[src/rtl/msp430_pkg.sv]
// Shared types and constants for the msp430 data-memory path.
package msp430_pkg;

    typedef enum logic [1:0] {
        ARB_IDLE = 2'd0,
        ARB_OWN0 = 2'd1,
        ARB_OWN1 = 2'd2
    } arb_state_t;

    localparam int PORT_CPU  = 0;
    localparam int PORT_HOST = 1;
    localparam int DM_AW     = 16;
    localparam int DM_DW     = 16;

    // One-hot grant vector for a single selected port index.
    function automatic logic [1:0] port_onehot(input logic sel);
        return sel ? 2'b10 : 2'b01;
    endfunction

endpackage

[src/rtl/rr_pick2.sv]
// Combinational two-way round-robin picker: on a tie the port that did not win last time wins.
module rr_pick2 (
    input  logic [1:0] req,
    input  logic       last,
    output logic [1:0] gnt
);

    // Single request wins outright; a tie goes to the port opposite 'last'.
    always_comb begin
        gnt = 2'b00;
        case (req)
            2'b01:   gnt = 2'b01;
            2'b10:   gnt = 2'b10;
            2'b11:   gnt = last ? 2'b01 : 2'b10;
            default: gnt = 2'b00;
        endcase
    end

endmodule

[src/rtl/dm_port_arbiter.sv]
// Two-port arbiter in front of data_mem: round-robin with bounded locked bursts and a 1-cycle read return.
module dm_port_arbiter
    import msp430_pkg::*;
#(
    parameter int AW        = DM_AW,
    parameter int DW        = DM_DW,
    parameter int MAX_BURST = 4
) (
    input  logic          CLK,
    input  logic          RST,
    input  logic [1:0]    REQ,
    input  logic [1:0]    WE,
    input  logic [1:0]    LOCK,
    input  logic [AW-1:0] ADDR0,
    input  logic [AW-1:0] ADDR1,
    input  logic [DW-1:0] WDAT0,
    input  logic [DW-1:0] WDAT1,
    output logic [1:0]    GNT,
    output logic [1:0]    RVAL,
    output logic [DW-1:0] RDAT,
    output logic [AW-1:0] M_DMAR,
    output logic [AW-1:0] M_DMAW,
    output logic [DW-1:0] M_WD,
    output logic          M_DMS,
    output logic          M_RDV,
    output logic          M_WRV,
    input  logic [DW-1:0] M_RD
);

    localparam int BW = $clog2(MAX_BURST + 1);
    localparam logic [BW-1:0] MAX_B = BW'(MAX_BURST);

    arb_state_t     state;
    logic [BW-1:0]  bcnt;
    logic           last;
    logic [1:0]     pend;

    logic           own_valid;
    logic           own_port;
    logic           keep;
    logic           rr_last;
    logic [1:0]     pick;
    logic           gnt_any;
    logic           gnt_port;
    logic           we_sel;
    logic [AW-1:0]  addr_sel;
    logic [DW-1:0]  wdat_sel;

    assign own_valid = (state != ARB_IDLE);
    assign own_port  = (state == ARB_OWN1);
    // The owner keeps the port unless its burst is spent while the other side is waiting.
    assign keep      = own_valid && REQ[own_port] && LOCK[own_port]
                       && ((bcnt < MAX_B) || !REQ[~own_port]);
    assign rr_last   = own_valid ? own_port : last;

    rr_pick2 u_pick (
        .req  (REQ),
        .last (rr_last),
        .gnt  (pick)
    );

    // Grant select; reset forces the memory port quiet.
    always_comb begin
        if (RST) begin
            GNT = 2'b00;
        end else if (keep) begin
            GNT = port_onehot(own_port);
        end else begin
            GNT = pick;
        end
    end

    assign gnt_any  = |GNT;
    assign gnt_port = GNT[PORT_HOST];
    assign we_sel   = gnt_port ? WE[PORT_HOST] : WE[PORT_CPU];
    assign addr_sel = gnt_port ? ADDR1 : ADDR0;
    assign wdat_sel = gnt_port ? WDAT1 : WDAT0;

    assign M_DMS  = gnt_any;
    assign M_WRV  = gnt_any & we_sel;
    assign M_RDV  = gnt_any & ~we_sel;
    assign M_DMAW = M_WRV ? addr_sel : {AW{1'b0}};
    assign M_WD   = M_WRV ? wdat_sel : {DW{1'b0}};
    assign M_DMAR = M_RDV ? addr_sel : {AW{1'b0}};

    assign RVAL = pend;
    assign RDAT = (|pend) ? M_RD : {DW{1'b0}};

    // Ownership, burst count, round-robin history and read-return pipeline.
    always_ff @(posedge CLK or posedge RST) begin
        if (RST) begin
            state <= ARB_IDLE;
            bcnt  <= {BW{1'b0}};
            last  <= 1'b1;
            pend  <= 2'b00;
        end else begin
            pend <= GNT & ~WE;
            if (gnt_any) begin
                last <= gnt_port;
                if (LOCK[gnt_port]) begin
                    state <= gnt_port ? ARB_OWN1 : ARB_OWN0;
                    if (keep) begin
                        bcnt <= (bcnt == MAX_B) ? bcnt : bcnt + BW'(1);
                    end else begin
                        bcnt <= BW'(1);
                    end
                end else begin
                    state <= ARB_IDLE;
                    bcnt  <= {BW{1'b0}};
                end
            end else begin
                state <= ARB_IDLE;
                bcnt  <= {BW{1'b0}};
            end
        end
    end

endmodule
[config.mk]
export PLATFORM = sky130hd
export DESIGN_NAME = dm_port_arbiter
export DESIGN_NICKNAME = d
export VERILOG_FILES = /design/src/rtl/msp430_pkg.sv /design/src/rtl/rr_pick2.sv /design/src/rtl/dm_port_arbiter.sv
export SDC_FILE = /design/constraint.sdc
export NUM_CORES = 1
export LEC_CHECK = 0
export ABC_AREA = 1
export CAP_MARGIN = 20
export CORE_MARGIN = 5
export CORE_UTILIZATION = 31
export DETAILED_ROUTE_END_ITERATION = 7
export GPL_ROUTABILITY_DRIVEN = 1
export GPL_TIMING_DRIVEN = 0
export PLACE_DENSITY_LB_ADDON = 0.3
export SYNTH_ARGS = -nofsm -noshare
export SYNTH_HDL_FRONTEND = slang
export SYNTH_HIERARCHICAL = 1
export SYNTH_SLANG_ARGS = --single-unit
[constraint.sdc]
create_clock -name CLK -period 3.32 [get_ports CLK]
set_input_delay 0.664 -clock CLK [delete_from_list [all_inputs] [get_ports CLK]]
set_output_delay 0.664 -clock CLK [all_outputs]
set_load 0.03 [all_outputs]
==> metrics.txt, run 1 <==
status=completed; Final ANT Viol Nets=0; Clock Path Buffers=2; Clk pin slew, worst setup/hold paths=approximately 40 ps; total of max-cap violations=0; routed vias=between 2000 and 2500; die height=a little under 80 um; crit path max fanout=10; crit end category=output port; Routed WL=approximately 6.4 mm; initial antenna violation count=0; Placer Congestion=0.859; largest net degree at the start of global routing=12; GRT overflow=0; Syn-to-layout area delta=112%; vias in the first global route=between 2000 and 2500; post-synthesis cell area=between 1000 and 1500 um^2; Hold Path Class=flip-flop to flip-flop; Overall Power=~810 uW; number of antenna diodes=0; WP data arrival=roughly 2600 ps; Slew headroom=about 73%; Mapped Cells=274; minimum clock period=3230 ps; Unique masters post-synth=26; Final Util=67.1%; Vias/cell=4.45; first-pass GRT wire length=roughly 9.7 mm; Routed wire per std cell=13.0 um; Initial Util=around a third; sequential area share after synthesis=between 10 and 15%; Detail Placement HPWL=about 5.5 mm; Avg Cell Area, Syn=5.39 um^2; I/O Buffers=~160; Peak VDD IR=~160 uV; startpoint type of the worst setup path=primary input; CTS tree=yes; skew final=7.68 ps; CP Data Required Time=2660 ps; Site Rows=25; Num CTS Buffers=3; fmax=310 MHz; critical path class=primary input to output port; share of post-route cells with drive strength above 1=a little under a quarter; Initial DRC Count=68; Syn. warnings=6; CTS Root Cell=clkbuf_8; die area=6250 um^2; syn_nets=~360; RSZ-0062 raised after global routing=true; die width=approximately 79 um; Clk Latency, worst-skew pair=230 ps; DR pass1 iterations=4; P per Cell Area=roughly 260 nW/um^2; final worst path period share=just under 100%; number of clock sinks=8; synthesized flop and latch total=8; NumNets Final=533; num ports=159; # setup viols final=0; Max Slew Vio Count=0; worst slew pin tran=slightly above 400 ps; Core Area=~4700 um^2; gr usage total=approximately a fifth; H-Tree Depth=1; Hold Violations, Final=0; hold slack=around 500 ps; static leakage=around 1.7 nW; DRC viols=0
cell usage after synthesis (all sizes together):
cell type / number / share of area [%]
o21ai: 19 / 9.2
nand4: 2 / 0.85
clkbuf: 1 / 0.25
dfrtp: 7 / 12
ha: 2 / 1.7
nand3b: 1 / 0.51
a21oi: 2 / 0.68
buf: 11 / 6.1
inv: 53 / 14
dfstp: 1 / 1.8
nand3: 7 / 4.4
nor2: 74 / 19
or2: 16 / 6.8
nand2: 76 / 23
nor3: 2 / 0.68
flip-flops by register name, summed over array words and instances, names as in the netlist:
register and flops:
last 1, bcnt 3, RVAL 2, state 2
kinds of logic after synthesis:
logic type,count (synthesis),share of synthesized area (%)
adders and majority gates,2,1.69
and+or+nand+nor,178,54.8
DFF,8,13.6
buffers and inverters,65,20.0
AOI/OAI and AO/OA,21,9.91
where the power goes:
group	switching, mW	total, mW	internal [mW]
combinational	0.322	0.573	0.251
sequential	0.00415	0.111	0.107
clock	0.0423	0.126	0.0836
total	0.368	0.810	0.441
stage by stage:
step                      setup slack (ps)  TNS, ps  area [um^2]  std cells
final                                 92.2        0         3130        496
after global routing                 -26.8    -71.3         3130        496
after CTS                            0.769        0         3100        490
after detailed placement              -443   -19610         3130        486
after global placement                -427   -17960         3130        486
after floorplan                        563        0         1480        274
routing by layer:
metal  routed length, um  vias up  global-route usage, %
met3                 792       14                   7.37
met5                   0        -                      0
li1                    -     1133                      -
met1                2250      947                   20.3
met2                3260      114                   35.6
met4                 129        0                   4.64
what timing repair did:
item	CTS	global route
buffers inserted	0	5
pin swaps	0	3
hold endpoints to repair	0	0
gates cloned	0	1
setup endpoints to repair	52	53
resized for setup	203	74
hold buffers	0	0
critical path: stages:
cell	delay, ps
clkdlybuf4s50_1	450
inv_1	70
nand2_2	70
nand2_2	60
inv_4	60
nand3_4	80
nand2_4	90
nand3_4	140
buf_8	180
nand2_8	70
nand2_2	120
buf_6	160
inv_1	50
clkdlybuf4s15_2	290
placed cells by master, fill, tap and decap left out, types with 2 or more instances in the layout:
cell type        instances
inv_4                    2
o21ai_2                 10
buf_4                   18
nand2_2                  7
o21ai_1                  4
clkdlybuf4s50_1        103
inv_1                   47
nor3_1                   2
o21ai_0                  4
nand2_1                 65
dfrtp_1                  7
clkbuf_4                 5
buf_6                    5
dlymetal6s2s_1           4
nand4_1                  2
inv_2                    3
nor2_1                  74
ha_1                     2
or2_1                   16
nand2_4                  3
nand3_4                  3
buf_2                   28
clkbuf_1                 2
clkdlybuf4s15_2          7
nand3_1                  3
clkbuf_8                 3
layout make-up:
class	instances	area, um^2
fill	431	1530
timing repair buffer	164	1480
multi-input combinational	201	1010
inverter	53	208
sequential	8	201
buffer	12	113
tap	54	67.6
clock buffer	4	45.0
path summary, 6_finish.rpt:
kind,from,to,slack (ps),cells after the start
worst max-delay path,LOCK[0],M_WRV,90,14
worst min-delay path,last,last,500,2
worst max register to register,last,bcnt[0],1460,13
worst min register to register,last,last,500,2
max in group asynchronous,RST,last,2280,3
min in group asynchronous,RST,bcnt[0],690,2
Note: power is estimated with default switching activity, not from simulation.
==> run 2: changes to the inputs <==
Settings changed: CELL_PAD_IN_SITES_DETAIL_PLACEMENT set to 1, CELL_PAD_IN_SITES_GLOBAL_PLACEMENT set to 1, CORE_UTILIZATION 31 to 18.
==> run 2 against run 1 <==
  * Via count grew 0.82%
  * Clock skew is 4.0 ps lower
  * Wire length up 14%
  * Non-clock buffer count decreased by 6
  * Hold slack gained 26 ps
  * Worst setup slack gained 24 ps
  * Register-to-register slack barely moved
  * Clock-buffer cell count unchanged
  * Flip-flop and latch count stayed put
  * Combinational power barely moved
  * Design area fell by 0.84%
  * Critical path type unchanged
==> metrics.txt, run 2 (synthesized netlist as in run 1, its figures left out) <==
Final ANT Viol Nets=0 (unchanged); Slowest cell on crit path=clkdlybuf4s50_1; crit path launch=LOCK[1]; number of antenna diodes=0 (unchanged); Buf/Inv on CP=6 (-1); Critical Path Max Stage Delay=450 ps (about the same); commonest non-fill, non-tap cell in the layout=clkdlybuf4s50_1; RSZ-0062 raised after global routing=true; vias in the first global route=2420 (+14%); initial antenna violation count=0 (unchanged); fmax=312 MHz (+0.75%); CP Data Required Time=2660 ps (about the same); # setup viols final=0 (unchanged); Site Rows=33 (+32%); delay-heaviest family, CP=buffers and inverters; Final Util=38.3% (-29 points); cell with the most instances on the worst path=nand3_4; worst slew pin tran=527 ps (+124 ps); gr usage total=14.0% (-5.3 points); Detail Placement HPWL=6.33 mm (+16%); die height=101 um (+27%); metal3 WL=770 um (-2.8%); Vias/cell=4.11 (-7.6%); DR top layer=met4; Clock Path Buffers=2 (unchanged); NumNets Final=527 (-1.1%); status=completed; critical path class=primary input to output port; Max Slew Vio Count=0 (unchanged); num ports=159 (unchanged); total of max-cap violations=0 (unchanged); startpoint type of the worst setup path=primary input; Hold Violations, Final=0 (unchanged); met2 routed WL=3.63 mm (+11%); Core Area=8090 um^2 (+74%); CTS Hold Bufs=0 (unchanged); hold slack=530 ps (+26.3 ps); Initial DRC Count=30 (-56%); routed vias=2226 (+0.82%); die area=10100 um^2 (+62%); register with the most flip-flops=bcnt; minimum clock period=3200 ps (-24.0 ps); commonest cells after routing, fill and taps aside=clkdlybuf4s50_1, nor2_1, nand2_1, inv_1, buf_2; I/O Buffers=158 (unchanged); Syn-to-layout area delta=110%; Routed wire per std cell=13.5 um (+4.3%); Hold Path Class=flip-flop to flip-flop; CTS tree=yes; final worst path period share=96.5% (-0.72 points); P per Cell Area=260 nW/um^2 (+0.64%); M1 WL=2.78 mm (+24%); Clk Latency, worst-skew pair=230 ps (about the same); die width=101 um (+27%); hold path start=last; largest net degree at the start of global routing=12 (unchanged); DR pass1 iterations=4 (unchanged); crit path max fanout=10 (unchanged); static leakage=1.65 nW (-2.4%); Initial Util=18.3% (-13 points); RR Startpoint=last; number of flip-flops in the largest register=3 (unchanged); Placer Congestion=0.808 (-6.0%); Setup Buffers After CTS=0 (unchanged); GRT overflow=0 (unchanged); Slew headroom=64.8% (-8.2 points); crit end category=output port; H-Tree Depth=1 (unchanged); Num CTS Buffers=3 (unchanged); Peak VDD IR=93.1 uV (-41%); DRC viols=0 (unchanged); number of clock sinks=8 (unchanged); Routed WL=7.31 mm (+14%); skew final=3.67 ps (-4.01 ps); CP Cell Sequence=clkdlybuf4s50_1 -> inv_1 -> nand3_1 -> nand2_2 -> inv_4 -> nand3_4 -> nand2_4 -> nand3_4 -> buf_12 -> buf_6 -> or2_1 -> o21ai_2 -> nor2_1 -> buf_2; Clk pin slew, worst setup/hold paths=40 ps (about the same); share of post-route cells with drive strength above 1=22.2% (-1.3 points); CTS Root Cell=clkbuf_8; WP data arrival=2540 ps (-20 ps); first-pass GRT wire length=11.5 mm (+19%)
[run 2: cell count changes in the layout (fill, tap and decap cells not counted), moves of 2 or more]
| cell | change |
|---|---|
| buf_2 | +4 |
| inv_1 | +2 |
| dlygate4sd2_1 | +2 |
| o21ai_0 | +2 |
| nand2_2 | -2 |
| buf_4 | -5 |
| dlymetal6s2s_1 | -3 |
| nor2_2 | +3 |
| nor2_1 | -3 |
| clkdlybuf4s15_2 | -4 |
| o21ai_1 | -2 |
[run 2: metrics by stage]
| step | worst slack [ps] | setup TNS, ps | total power, mW | std cells | area (um^2) |
|---|---|---|---|---|---|
| finish | 116 | 0 | 0.808 | 541 | 3100 |
| global route | -42.8 | -43.4 | 0.869 | 541 | 3100 |
| CTS | -30.7 | -30.7 | 0.814 | 541 | 3110 |
| detailed placement | -506 | -22850 | 0.714 | 537 | 3190 |
| global placement | -489 | -21720 | 0.706 | 537 | 3190 |
| floorplan | 563 | 0 | 0.432 | 274 | 1480 |
[run 2: final timing paths]
| path | to | slack (ps) | depth (start not counted) |
|---|---|---|---|
| worst max register to register | bcnt[0] | 1470 | 13 |
| max in group asynchronous | last | 2190 | 2 |
| worst max-delay path | M_DMAW[13] | 120 | 14 |
| worst min register to register | last | 530 | 2 |
| worst min-delay path | last | 530 | 2 |
| min in group asynchronous | state[1] | 770 | 2 |
[run 2: area by class of cell]
cell class / instances / area (um^2)
Sequential cell: 8 / 201
Multi-Input combinational cell: 201 / 1010
Fill cell: 1095 / 4990
Buffer: 12 / 129
Timing Repair Buffer: 158 / 1380
Inverter: 53 / 204
Tap cell: 105 / 131
Clock buffer: 4 / 45.0
[run 2: per-layer routing]
metal / GRT usage [%] / up-vias
li1: - / 1125
met1: 14.6 / 973
met2: 26.6 / 115
met3: 4.91 / 13
met4: 3.01 / 0
met5: 0 / -
[run 2: repair_timing]
item / CTS / global route
hold endpoints to repair: 0 / 0
setup endpoints to repair: 53 / 51
gates cloned: 0 / 0
resized for setup: 230 / 58
[run 2: worst reg2reg max path: stages (launching register included)]
cell,delay (ps)
dfstp_2,510
inv_1,50
o21ai_0,260
a21oi_2,110
inv_1,100
nand2_4,60
nand3_4,100
buf_12,160
buf_6,150
nand2_1,60
nand2_1,50
nor2_1,40
nand2_1,50
nand2_1,50
[run 2: report_power, final]
| part | total, mW | switching [mW] | internal (mW) |
|---|---|---|---|
| clock | 0.126 | 0.0428 | 0.0836 |
| combinational | 0.570 | 0.327 | 0.243 |
| sequential | 0.112 | 0.00476 | 0.107 |
==> run 3: changes to the inputs <==
Settings changed: CTS_CLUSTER_SIZE set to 10.
==> results of run 3 <==
The final DEF is identical to that of run 2; final timing and power are the same.
